## src/rtl/riscv_pkg.sv

```systemverilog
// Shared RISC-V front-end definitions: opcode constants, fetch FSM states,
// reset PC default and the fetch buffer entry layout.
package riscv_pkg;

    localparam logic [6:0] OPC_RTYPE = 7'b0110011;
    localparam logic [6:0] OPC_ITYPE = 7'b0010011;
    localparam logic [6:0] OPC_LOAD  = 7'b0000011;
    localparam logic [6:0] OPC_STORE = 7'b0100011;

    localparam logic [31:0] RESET_PC_DEFAULT = 32'h0000_0000;

    typedef enum logic [1:0] {
        FETCH = 2'd0,
        WAIT  = 2'd1,
        DROP  = 2'd2
    } fetchState_t;

    typedef struct packed {
        logic [31:0] pc;
        logic [31:0] inst;
    } bufEntry_t;

endpackage

```

## src/rtl/fetch_buffer.sv

```systemverilog
// Instruction FIFO of {pc, inst} entries with flush, push and pop.
// DEPTH must be a power of two so the pointers wrap naturally.
module fetch_buffer
    import riscv_pkg::*;
#(
    parameter  int DEPTH = 2,
    localparam int PTR_W = $clog2(DEPTH),
    localparam int CNT_W = $clog2(DEPTH + 1)
) (
    input  logic             clk,
    input  logic             reset,
    input  logic             flush,
    input  logic             push,
    input  logic [31:0]      pushPc,
    input  logic [31:0]      pushInst,
    input  logic             pop,
    output logic [CNT_W-1:0] count,
    output logic [31:0]      headPc,
    output logic [31:0]      headInst
);

    bufEntry_t        entries [DEPTH];
    logic [PTR_W-1:0] rdPtr;
    logic [PTR_W-1:0] wrPtr;

    always_ff @(posedge clk or posedge reset) begin
        if (reset) begin
            rdPtr <= '0;
            wrPtr <= '0;
            count <= '0;
        end else if (flush) begin
            rdPtr <= '0;
            wrPtr <= '0;
            count <= '0;
        end else begin
            if (push) wrPtr <= wrPtr + PTR_W'(1);
            if (pop)  rdPtr <= rdPtr + PTR_W'(1);
            if (push && !pop)      count <= count + CNT_W'(1);
            else if (pop && !push) count <= count - CNT_W'(1);
        end
    end

    // Storage carries no reset; only the pointers and count decide validity.
    always_ff @(posedge clk) begin
        if (push && !flush) entries[wrPtr] <= '{pc: pushPc, inst: pushInst};
    end

    assign headPc   = entries[rdPtr].pc;
    assign headInst = entries[rdPtr].inst;

endmodule

```

## src/rtl/instr_fetch_unit.sv

```systemverilog
// Single-outstanding instruction fetch unit with redirect handling.
// Optional macro IFU_MISALIGN_CHECK_EN enables misaligned-redirect faulting.
module instr_fetch_unit
    import riscv_pkg::*;
#(
    parameter logic [31:0] RESET_PC  = RESET_PC_DEFAULT,
    parameter int          BUF_DEPTH = 2
) (
    input  logic        clk,
    input  logic        reset,
    output logic        imem_req_valid,
    output logic [31:0] imem_req_addr,
    input  logic        imem_req_ready,
    input  logic        imem_rsp_valid,
    input  logic [31:0] imem_rsp_data,
    input  logic        redirect_valid,
    input  logic [31:0] redirect_pc,
    output logic        inst_valid,
    output logic [31:0] inst_data,
    output logic [31:0] inst_pc,
    output logic [6:0]  inst_opcode,
    input  logic        inst_ready,
    output logic        misalign_fault
);

    localparam int              CNT_W     = $clog2(BUF_DEPTH + 1);
    localparam logic [CNT_W-1:0] DEPTH_CNT = CNT_W'(BUF_DEPTH);

    fetchState_t      state;
    fetchState_t      stateNext;
    logic [31:0]      fetchPc;
    logic [31:0]      reqPc;
    logic [CNT_W-1:0] count;
    logic             transfer;
    logic             push;
    logic             pop;
    logic             fault;

    `ifdef IFU_MISALIGN_CHECK_EN
    always_ff @(posedge clk or posedge reset) begin
        if (reset)                                                fault <= 1'b0;
        else if (redirect_valid && (redirect_pc[1:0] != 2'b00)) fault <= 1'b1;
    end
    `else
    assign fault = 1'b0;
    `endif

    // Buffer space for the in-flight response is reserved by only issuing below capacity.
    assign imem_req_valid = (state == FETCH) && !reset && !fault && (count < DEPTH_CNT);
    assign imem_req_addr  = fetchPc;
    assign transfer       = imem_req_valid && imem_req_ready;
    assign pop            = inst_valid && inst_ready && !redirect_valid;

    always_comb begin
        stateNext = state;
        push      = 1'b0;
        unique case (state)
            FETCH: if (transfer) stateNext = WAIT;
            WAIT: begin
                if (imem_rsp_valid) begin
                    push      = 1'b1;
                    stateNext = FETCH;
                end
            end
            DROP:    if (imem_rsp_valid) stateNext = FETCH;
            default: stateNext = FETCH;
        endcase
        // A redirect kills any response this cycle; DROP only while one is still owed.
        if (redirect_valid) begin
            push = 1'b0;
            if ((state == FETCH && transfer) || (state != FETCH && !imem_rsp_valid))
                stateNext = DROP;
            else
                stateNext = FETCH;
        end
    end

    always_ff @(posedge clk or posedge reset) begin
        if (reset) begin
            state   <= FETCH;
            fetchPc <= RESET_PC;
        end else begin
            state <= stateNext;
            if (redirect_valid) fetchPc <= redirect_pc & 32'hFFFF_FFFC;
            else if (transfer)  fetchPc <= fetchPc + 32'd4;
        end
    end

    always_ff @(posedge clk) begin
        if (transfer) reqPc <= fetchPc;
    end

    fetch_buffer #(.DEPTH(BUF_DEPTH)) uBuffer (
        .clk      (clk),
        .reset    (reset),
        .flush    (redirect_valid),
        .push     (push),
        .pushPc   (reqPc),
        .pushInst (imem_rsp_data),
        .pop      (pop),
        .count    (count),
        .headPc   (inst_pc),
        .headInst (inst_data)
    );

    assign inst_valid     = (count != '0);
    assign inst_opcode    = inst_data[6:0];
    assign misalign_fault = fault;

endmodule

```

## config.mk

```make
export PLATFORM = sky130hd
export DESIGN_NAME = instr_fetch_unit
export DESIGN_NICKNAME = d
export VERILOG_FILES = /design/src/rtl/riscv_pkg.sv /design/src/rtl/fetch_buffer.sv /design/src/rtl/instr_fetch_unit.sv
export SDC_FILE = /design/constraint.sdc
export NUM_CORES = 1
export LEC_CHECK = 0
export CORE_MARGIN = 1
export CORE_UTILIZATION = 27
export CTS_BUF_LIST = sky130_fd_sc_hd__clkbuf_4
export CTS_CLUSTER_DIAMETER = 30
export DETAILED_ROUTE_END_ITERATION = 8
export REMOVE_ABC_BUFFERS = 1
export SLEW_MARGIN = 20
export SYNTH_ARGS = -nofsm -noshare
export SYNTH_HDL_FRONTEND = slang
export SYNTH_SLANG_ARGS = --single-unit
```

## constraint.sdc

```tcl
create_clock -name clk -period 6.5 [get_ports clk]
set_input_delay 1.3 -clock clk [delete_from_list [all_inputs] [get_ports clk]]
set_output_delay 1.3 -clock clk [all_outputs]
set_load 0.1 [all_outputs]
```

==> impl_metrics.ini <==
[run_status]
status = finished, final reports clean

[die]
chipWidth_um = 170.9
floorplan.core_area_sq_um = 27930
die_area_sq_um = 29220
start_util_pct = 27.59
io_pins = 176
rows = 61
die_h_um = 170.9

[critical_path]
worstSetupStartpointType = primary input
worstPathRequired_ps = 5200
reg2reg_to = imem_req_addr[18]
r2r-start = state[0]
worstSetupPathType = primary input to output port
crit_path_end_kind = output port
cp.arrival_ps = 3580
regToRegSetupSlack_ps = 3830
r2r_cells = 6
crit_path_max_fanout = 10

[cts]
cts_root_buffer = clkbuf_4
cts-htree-levels = 4
ctsResizeCount = 0
clock-sinks = 190
cts_made_buffers = 17
ctsHoldBuffers = 0
worstSkewPairLatency_ps = 560
clockBufferDepth = 2
cts_tree = built
clk_pin_slew_ps = 170
postCtsSetupRepairBufs = 0

[drt]
drtIter0Drc = 301
drtPass1Iterations = 4
vias = 4712
post_drt_wl_per_cell_um = 16.58
ant_nets = 0
routed_via_density = 4.466
drt_wl_total_mm = 17.49
drc = 0

[placed_design]
port-buffer-count = 168
dp_hpwl_mm = 11.52
post-place-ws_ps = 1644
placed_cell_area_sq_um = 9733
gp_congestion = 0.7400

[power_and_ir_drop]
pwr-share-comb_pct = 19.6
p_per_area_nw_per_um2 = 256.8
power.total_uw = 2573
p_leak_uw = 0.003284
p_sw_uw = 855.7
swShare_pct = 33.26
power.sequential.fraction_pct = 55.5
pwr-share-clk_pct = 25.0
ir_drop_uv = 93.79
power.internal_uw = 1717

[worst_hold_path]
hold_class = flop to flop
hp-start = reqPc[9]
whs_path_depth = 0
hold_end = uBuffer.entries[0][41]

[job]
cap_viol_max_count = 0

[finish]
final_layout_size_suffix_gt1_share_pct = 16.27
seq_area_sq_um = 5527
fillCellCount = 2739
nNetsFinal = 736
design_area_sq_um = 10020
area_growth_pct = 29.97
utilization_pct = 35.86
layout_common_cells = 168 x clkdlybuf4s50_1, 154 x edfxtp_1, 63 x mux2_2, 35 x dfrtp_1, 28 x nand2_1
final_common_cell = clkdlybuf4s50_1
multi_input_area_sq_um = 1969

[sta]
fin_crit_ps = 4879
layout_setup_ws_ps = 1621
setup_viol = 0
fmax_mhz = 205.0
hold_viol = 0
fin_skew_ps = 32.62
rsz0062_at_grt = false
tightestPinTransition_ps = 1026
report.final.slew_viol_count = 0
maxSlewHeadroom_pct = 31.37
fin_crit_sh_pct = 75.06
holdWs_ps = 458.1

[synthesis]
avgSynthCellArea_sq_um = 15.41
synthCells = 500
synth-edff-count = 154
yosysWarnings = 0
ys_types = 45
synth-seq-cells = 190
ys.flop_type = edfxtp_1
syn-cell-area_sq_um = 7706
ys_seq_area_share_pct = 71.70
synth-async-reset-ratio_pct = 18.95

[global_route]
grt_pass1_wl_mm = 26.73
grt.total_usage_pct = 12.16
grt_pass1_vias = 4709
grt_max_degree = 63
overflow = 0
antenna_found_initial = 1
-- how the worst max path moves through the flow --
stage	to	start	slack, ps	cells past startpoint
3_5_place_dp	imem_req_valid	reset	1640	4
2_1_floorplan	uBuffer.entries[1][0]	imem_rsp_valid	-80	2
4_1_cts	inst_data[7]	uBuffer.rdPtr	1510	3
3_3_place_gp	imem_req_valid	reset	1650	4
6_report	imem_req_valid	reset	1620	4
5_1_grt	inst_opcode[2]	uBuffer.rdPtr	1400	3
-- routing by layer --
layer | wire length [um] | GRT usage (%)
met1 | 7809 | 15.62
met2 | 8631 | 19.86
met3 | 833 | 2.776
met4 | 212 | 4.736
met5 | 0 | 0
-- sequential cells by signal, indices dropped and copies added, names as in the netlist --
signal,flops
imem_req_addr,30
reqPc,30
state,2
uBuffer.count,2
uBuffer.entries,124
uBuffer.rdPtr,1
uBuffer.wrPtr,1
-- area by class of cell --
type / count / share of cell area (%)
Inverter: 13 / 0.4872
Clock buffer: 17 / 1.274
Timing Repair Buffer: 173 / 17.16
Multi-Input combinational cell: 268 / 19.66
Tap cell: 378 / 4.722
Clock inverter: 15 / 1.487
Antenna cell: 1 / 0.02498
Sequential cell: 190 / 55.18
-- per-stage QoR --
step                      std cells  setup TNS (ps)
after floorplan                 471           -5245
after detailed placement       1022               0
after global routing           1055               0
after CTS                      1054               0
after global placement         1022               0
final                          1055               0
-- power groups by stage --
stage                     logic (uW)  clock network (uW)  registers [uW]
after detailed placement         505                   0            1450
after global routing             528                 715            1440
after CTS                        507                 679            1430
after floorplan                  227                   0            1570
final                            503                 642            1430
after global placement           502                   0            1450
-- synth_stat cells (8+ instances only) --
library cell	instances	share of area [%]
edfxtp_1	154	60
mux2_2	63	9.2
dfrtp_1	36	12
nand2_1	28	1.4
nor2_1	20	0.97
nand3_1	17	1.1
o21ai_0	17	1.1
a31oi_1	15	1.2
inv_1	13	0.63
buf_4	12	1.2
clkbuf_1	12	0.58
o31ai_1	11	1.1
or4_1	10	0.97
nand4_1	8	0.65
xnor2_1	8	0.91
-- worst max-delay path, stage by stage --
cell,delay [ps]
clkdlybuf4s50_1,440
or3b_1,530
inv_1,150
clkdlybuf4s50_1,1150
-- logic make-up (layout without fill, tap and decap cells) --
logic type | count (synthesis) | count (layout) | synth area share, %
muxes | 65 | 65 | 9.466
buffers and inverters | 46 | 218 | 3.117
xor gates and xnor gates | 14 | 14 | 1.591
DFF | 190 | 190 | 71.70
other | 1 | 6 | 0.04866
adders and majority gates | 3 | 3 | 0.4871
and+or+nand+nor | 124 | 124 | 8.800
AOI/OAI and AO/OA | 57 | 57 | 4.790
(Power assumes the default switching activity.)
